**src/rtl/clint.sv**
```systemverilog
// Core-local interruptor: mtime/mtimecmp/msip on the native valid/ready port.
// Optional mtime prescaler enabled by defining CLINT_PRESCALER_EN.
module clint #(
    parameter int unsigned PRESCALE = 1
) (
    input  logic        clk,
    input  logic        rst,
    input  logic        mem_valid,
    input  logic [31:0] mem_addr,
    input  logic [31:0] mem_wdata,
    input  logic [3:0]  mem_wstrb,
    output logic [31:0] mem_rdata,
    output logic        mem_ready,
    output logic        mtip,
    output logic        msip,
    output logic [63:0] mtime
);

    typedef enum logic {
        IDLE,
        RESP
    } state_t;

    state_t      state;
    logic [63:0] mtimecmp;
    logic [15:0] off;
    logic        accept;
    logic        wr;
    logic        wr_tlo;
    logic        wr_thi;
    logic        tick;
    logic [31:0] rd_val;

    function automatic logic [31:0] merge(
        input logic [31:0] old,
        input logic [31:0] data,
        input logic [3:0]  strb
    );
        logic [31:0] r;
        for (int i = 0; i < 4; i++)
            r[8*i +: 8] = strb[i] ? data[8*i +: 8] : old[8*i +: 8];
        return r;
    endfunction

    assign off    = {mem_addr[15:2], 2'b00};
    assign accept = (state == IDLE) && mem_valid;
    assign wr     = accept && (mem_wstrb != 4'b0000);
    assign wr_tlo = wr && (off == 16'hBFF8);
    assign wr_thi = wr && (off == 16'hBFFC);

`ifdef CLINT_PRESCALER_EN
    logic [15:0] pcnt;
    logic        unused_addr;

    assign unused_addr = ^{mem_addr[31:16], mem_addr[1:0]};
    assign tick        = (pcnt == 16'(PRESCALE - 1));

    // Free-running; bus writes to mtime leave the phase untouched.
    always_ff @(posedge clk or posedge rst) begin
        if (rst)
            pcnt <= '0;
        else if (tick)
            pcnt <= '0;
        else
            pcnt <= pcnt + 16'd1;
    end
`else
    logic unused_addr;

    assign unused_addr = ^{mem_addr[31:16], mem_addr[1:0], 16'(PRESCALE)};
    assign tick        = 1'b1;
`endif

    always_comb begin
        rd_val = '0;
        case (off)
            16'h0000: rd_val = {31'b0, msip};
            16'h4000: rd_val = mtimecmp[31:0];
            16'h4004: rd_val = mtimecmp[63:32];
            16'hBFF8: rd_val = mtime[31:0];
            16'hBFFC: rd_val = mtime[63:32];
            default:  rd_val = '0;
        endcase
    end

    always_ff @(posedge clk or posedge rst) begin
        if (rst) begin
            state     <= IDLE;
            mem_ready <= 1'b0;
            mem_rdata <= '0;
            msip      <= 1'b0;
            mtip      <= 1'b0;
            mtimecmp  <= '1;
            mtime     <= '0;
        end else begin
            mtip <= (mtime >= mtimecmp);

            // A write to either half wins over the tick, with no carry.
            if (wr_tlo)
                mtime[31:0] <= merge(mtime[31:0], mem_wdata, mem_wstrb);
            else if (wr_thi)
                mtime[63:32] <= merge(mtime[63:32], mem_wdata, mem_wstrb);
            else if (tick)
                mtime <= mtime + 64'd1;

            if (wr && off == 16'h0000 && mem_wstrb[0])
                msip <= mem_wdata[0];
            if (wr && off == 16'h4000)
                mtimecmp[31:0] <= merge(mtimecmp[31:0], mem_wdata, mem_wstrb);
            if (wr && off == 16'h4004)
                mtimecmp[63:32] <= merge(mtimecmp[63:32], mem_wdata, mem_wstrb);

            case (state)
                IDLE: begin
                    if (mem_valid) begin
                        state     <= RESP;
                        mem_ready <= 1'b1;
                        mem_rdata <= rd_val;
                    end
                end
                RESP: begin
                    state     <= IDLE;
                    mem_ready <= 1'b0;
                    mem_rdata <= '0;
                end
                default: state <= IDLE;
            endcase
        end
    end

endmodule

```
**config.mk**
```make
export PLATFORM = sky130hd
export DESIGN_NAME = clint
export DESIGN_NICKNAME = d
export VERILOG_FILES = /design/src/rtl/clint.sv
export SDC_FILE = /design/constraint.sdc
export NUM_CORES = 1
export LEC_CHECK = 0
export CAP_MARGIN = 40
export CORE_MARGIN = 2
export CORE_UTILIZATION = 35
export DETAILED_ROUTE_END_ITERATION = 6
export GPL_TIMING_DRIVEN = 0
export PLACE_DENSITY = 0.65
export RECOVER_POWER = 50
export SYNTH_ARGS = -nofsm -noshare
export SYNTH_HDL_FRONTEND = slang
export SYNTH_SLANG_ARGS = --single-unit
```
**constraint.sdc**
```tcl
create_clock -name clk -period 5.15 [get_ports clk]
set_input_delay 0.7725 -clock clk [delete_from_list [all_inputs] [get_ports clk]]
set_output_delay 0.7725 -clock clk [all_outputs]
set_load 0.05 [all_outputs]
```
== Yosys cells after proc, flatten, opt, wreduce, memory -nomap -nowiden ==
Cells that the tools add are included.

* Bits in registers: 164
* Bits in latches: 0
* RAM bits: 0
* Bits in read-only memories: 0
* Bits of input ports: 71
* Output and inout bits: 99
* Logic and storage cells: 79
* Memories: 0

* Add/subtract/negate cells: 1
* $mul: 0
* Div/mod/pow operators: 0
* Order comparisons: 1
* Eq/ne operators: 14
* Shift-type cells: 0
* Mux-type cells: 14
* Bitwise operators: 2
* Reductions and logical operators: 26

{| class="wikitable"
|+ Operators with widths
! operator !! count
|-
| $pmux W32 S5 || 1
|-
| $mux W32 || 4
|-
| $add A64 B1 Y64 const B || 1
|-
| $ge A64 B64 Y1 || 1
|-
| $pmux W32 S2 || 1
|-
| $mux W8 || 4
|-
| $reduce_and A2 Y1 || 16
|-
| $eq A14 B13 Y1 const B || 2
|-
| $eq A14 B14 Y1 const B || 2
|-
| $ne A2 B2 Y1 const B || 10
|-
| $logic_not A16 Y1 || 1
|-
| $logic_and A1 B1 Y1 || 8
|-
| $pmux W1 S2 || 2
|-
| $reduce_bool A4 Y1 || 1
|-
| $mux W1 || 2
|-
| $not A1 Y1 || 2
|}

== Longest topological paths before layout ==
* Word-level depth: 6
* Mapped depth: 10
* Depth with buffers taken out: 8

== Worst setup path after synthesis ==
Ideal clock, no wire load.

* Path type: register to register
* Start point: reg mtime[33]
* End point: reg mtime[60]
* Library setup time: 165 ps
* Arrival: 2644 ps
* Required time: 4985 ps
* Setup slack: 2341 ps
* Cell stages (with the launch flop): 9
* Buffers on the path: 2
* Period minus slack after synthesis: 2809 ps
* Cells stage by stage: dfrtp_1 nand4_2 or3_1 clkbuf_2 or3_1 buf_6 or3_4 nor4_2 a211oi_1

* Longest elaborated chain between the ends: 2

{| class="wikitable"
|+ Ends and longest elaborated chain
! what !! RTL line !! source
|-
| from (decl) || 16 || <nowiki>output logic [63:0] mtime</nowiki>
|-
| from (signal assigned) || 102 || <nowiki>mtime[63:32] <= merge(mtime[63:32], mem_wdata, mem_wstrb);</nowiki>
|-
| from (signal assigned) || 104 || <nowiki>mtime <= mtime + 64'd1;</nowiki>
|-
| $add A64 B1 Y64 || 104 ||
|-
| $mux W32 || 101 || <nowiki>else if (wr_thi)</nowiki>
|}

No other way between the ends.
A chain may end at the register's enable or synchronous reset.

== Final worst setup path ==
* Start point: in mem_addr[11]
* End point: reg mtimecmp[21]

* Longest elaborated chain between the ends: 3

{| class="wikitable"
|+ Ends and longest elaborated chain
! what !! RTL line !! source
|-
| from (decl) || 9 || <nowiki>input logic [31:0] mem_addr,</nowiki>
|-
| $eq A14 B13 Y1 || 108 || <nowiki>if (wr && off == 16'h4000)</nowiki>
|-
| $logic_and A1 B1 Y1 || 108 ||
|-
| $reduce_and A2 Y1 (no source line) || - ||
|-
| to (signal assigned) || 109 || <nowiki>mtimecmp[31:0] <= merge(mtimecmp[31:0], mem_wdata, mem_wstrb);</nowiki>
|-
| to (decl) || 25 || <nowiki>logic [63:0] mtimecmp;</nowiki>
|}

No other way between the ends.

==> impl_metrics.env <==
export IMPL_ioPinCount=170
export IMPL_viasPerCell=5.94
export IMPL_hpwlAfterDp_um=30300
export IMPL_rows=63
export IMPL_synthTopCellsByArea="dfrtp_1 24%, dfstp_2 16%, ha_1 7.8%"
export IMPL_cap_violations=1
export IMPL_grt_pass1_wl_um=59700
export IMPL_rr_startpoint="mtime[7]"
export IMPL_wl_met2_um=17900
export IMPL_rsz0062_at_grt="false"
export IMPL_fp_dieW_um=177
export IMPL_synth_compound_area_share_pct=17.9
export IMPL_core_area_um2=29500
export IMPL_synth_top_area_share_pct=24.0
export IMPL_start_util_pct=35.4
export IMPL_violations="max-capacitance violations, max-slew violations"
export IMPL_nets=1455
export IMPL_grt_usage_pct=25.7
export IMPL_cts_setup_buffers=0
export IMPL_clk_path_buf_depth=2
export IMPL_synthAdderAreaFrac_pct=7.80
export IMPL_fill_cells=2953
export IMPL_cts_sinks=164
export IMPL_holdBufCountCts=0
export IMPL_grt_pass1_vias=9729
export IMPL_vdd_ir_drop_worst_v=0.000217
export IMPL_postSynthAreaPerCell_um2=9.15
export IMPL_clkTransAtPathRegs_ns=0.07
export IMPL_critical_path_max_stage_delay_ns=0.64
export IMPL_synth_edf_count=0
export IMPL_wl_met3_um=3650
export IMPL_fmax_mhz=244
export IMPL_synthToLayoutAreaGrowth_pct=26.3
export IMPL_tightest_slew_ns=2.95
export IMPL_layout_min_cycle_time_ns=4.09
export IMPL_muxShareOfSynthArea_pct=10.3
export IMPL_cts_tree="built"
export IMPL_relSlewSlack_pct=-97.4
export IMPL_crit_path_top_delay_cell="dlygate4sd3_1"
export IMPL_synth_top_family_by_area="simple AND/OR/NAND/NOR gates"
export IMPL_synth_largest_area_cell="dfrtp_1"
export IMPL_place_gp_congestion=0.969
export IMPL_grt_max_degree=101
export IMPL_m1WireLength_um=16400
export IMPL_min_delay_path_class="register to register"
export IMPL_synth_xor_area_share_pct=0.0840
export IMPL_first_iter_violations=1168
export IMPL_startpoint="mem_addr[11]"
export IMPL_p_leak_nw=5.20
export IMPL_die_h_um=177
export IMPL_cts_buffers=17
export IMPL_start_kind="input port"
export IMPL_fin_skew_ns=0.0100
export IMPL_cp_required_ns=5.52
export IMPL_dp_slack_ns=0.828
export IMPL_syn_nets=1275
export IMPL_finalInstanceArea_um2=13200
export IMPL_hold_start="state"
export IMPL_crit_chain="dlygate4sd3_1 > nor4_1 > nand4_1 > inv_1 > buf_2 > nand2_1 > nor2_2 > mux2_2"
export IMPL_place_area_um2=12600
export IMPL_setup_violations=0
export IMPL_htree_num_levels=4
export IMPL_die_area_um2=31200
export IMPL_post_route_drc_count=0
export IMPL_grt_overflow=0
export IMPL_arrival_ns=4.46
export IMPL_hold_violations=0
export IMPL_clockRootBuffer="clkbuf_16"
export IMPL_path_class="input port to register"
export IMPL_syn_area_um2=10400
export IMPL_post_cts_resized=0
export IMPL_yosysSeqAreaShare_pct=40.1
export IMPL_cp_num_buf_inv=3
export IMPL_worstSetupEndpointType="register"
export IMPL_synth_simple_area_share_pct=19.0
export IMPL_wl_um=39700
export IMPL_cp_max_fo=10
export IMPL_outcome="finished, violations left"
export IMPL_port_buffers=149
export IMPL_grt_antenna_before_repair=1
export IMPL_synth_seq_cells=164
export IMPL_async_flop_share_pct=100
export IMPL_setup_slack_ns=1.06
export IMPL_vias=10200
export IMPL_ys_warn_count=0
export IMPL_dr_pass1_iters=6
export IMPL_synthFlopType="dfrtp_1"
export IMPL_cellPowerDensity_nw_per_um2=246
export IMPL_critical_path_top_delay_family="simple AND/OR/NAND/NOR gates"
export IMPL_fin_crit_sh_pct=79.5
export IMPL_worstSkewPairLatency_ns=0.45
export IMPL_n_antenna_cell=0
export IMPL_wl_per_cell_um=23.1
export IMPL_postSynthCellCount=1139
export IMPL_ys_types=63
export IMPL_ant_nets=0
export IMPL_top_layer_used="met4"
export IMPL_drive_above_1_share_pct=15.5
export IMPL_final_max_slew_viol_count=65
==> final cells by class <==
type / count / area (µm²) / area share (%)
clock buffer: 18 / 429 / 3.26
clock inverter: 14 / 193 / 1.46
multi-input combinational: 847 / 5750 / 43.7
tap: 390 / 488 / 3.71
buffer: 52 / 213 / 1.62
inverter: 76 / 287 / 2.18
sequential: 164 / 4180 / 31.8
timing repair buffer: 161 / 1630 / 12.4
==> Yosys cell counts (7+ instances only) <==
cell / instances
o21ai_0: 73
nor2_1: 64
nand3_1: 41
mux2_2: 65
a21oi_1: 83
nor4_1: 18
nor2_2: 8
a222oi_1: 9
a211oi_1: 30
a21o_1: 15
mux2i_1: 34
inv_1: 75
clkbuf_1: 39
a221oi_1: 10
dfstp_2: 64
nand2_1: 122
a311oi_1: 7
and4_1: 7
dfrtp_1: 100
ha_1: 65
nand4_1: 25
nor3_1: 59
and3_1: 18
buf_2: 7
o2bb2ai_1: 17
==> state kept, by name, summed over array words and instances (netlist names) <==
name and cells:
mtime 64, mtimecmp 64, mem_rdata 32, mem_ready 1, msip 1, mtip 1, state 1
==> power breakdown <==
group	switching, mW	internal [mW]	leakage, nW
Sequential	0.0738	1.32	1.90
Combinational	0.295	0.158	2.99
Clock	0.608	0.782	0.302
Total	0.977	2.26	5.20
==> logic make-up (layout without fill, tap and decap cells) <==
| logic type | count (synthesis) | after routing |
|---|---|---|
| AND/OR/NAND/NOR | 397 | 397 |
| flip-flops | 164 | 164 |
| buffers and inverters | 128 | 321 |
| multiplexers | 99 | 99 |
| adder cells (fa/ha/maj) | 65 | 65 |
| AO/OA/AOI/OAI | 285 | 285 |
| XOR/XNOR | 1 | 1 |
==> worst reg2reg max path, delay by kind of cell (launching register included) <==
family          cells  cell delay, ns
buf+inv             2            0.61
simple gates        5            2.12
flops               1            0.38
compound gates      1            0.05
==> routing by layer <==
metal | global-route usage, % | up-vias
met2 | 40.0 | 549
li1 | - | 4590
met3 | 5.23 | 95
met5 | 0 | -
met1 | 34.6 | 4997
met4 | 10.8 | 0
==> path summary, 6_finish.rpt <==
| kind | end | cells past startpoint | slack, ns |
|---|---|---|---|
| min in group asynchronous | mtime[27] | 2 | 1.63 |
| max in group asynchronous | mtimecmp[50] | 3 | 2.14 |
| worst min-delay path | mem_ready | 1 | 0.45 |
| worst min register to register | mem_ready | 1 | 0.45 |
| worst max register to register | mtime[53] | 8 | 1.83 |
| worst max-delay path | mtimecmp[21] | 8 | 1.06 |
==> stage by stage <==
stage	TNS (ns)	power (mW)	hold WS [ns]	cells	utilization (%)
floorplan	0	1.65	0.425	1139	-
global placement	-277.97	1.85	0.439	1678	42.1
detailed placement	0	1.86	0.440	1690	42.6
CTS	0	3.25	0.449	1722	44.7
global route	0	3.34	0.469	1722	44.7
finish	0	3.24	0.448	1722	44.7
==> cells in the final DEF, fill, tap and decap left out, types with 4 or more instances in the layout <==
cell type,netlist,routed
a211oi_1,30,30
a21o_1,15,15
a21oi_1,83,83
a221oi_1,10,10
a222oi_1,9,9
a311oi_1,7,7
and3_1,18,18
and4_1,7,7
buf_1,4,4
buf_2,7,9
buf_4,0,4
clkbuf_1,39,40
clkbuf_16,0,17
clkdlybuf4s50_1,0,100
dfrtp_1,100,100
dfstp_2,64,64
dlygate4sd3_1,0,49
ha_1,65,65
inv_1,75,74
inv_6,0,4
mux2_2,65,65
mux2i_1,34,34
nand2_1,122,122
nand2b_1,6,6
nand3_1,41,41
nand4_1,25,25
nor2_1,64,64
nor2_2,8,8
nor3_1,59,58
nor4_1,18,18
nor4_2,4,4
o21ai_0,73,73
o22ai_1,4,4
o2bb2ai_1,17,17
o31ai_1,6,6
o32ai_1,4,4
o41ai_1,6,6
or2_2,4,4
or3_1,5,5
Note: power is estimated with default switching activity, not from simulation.
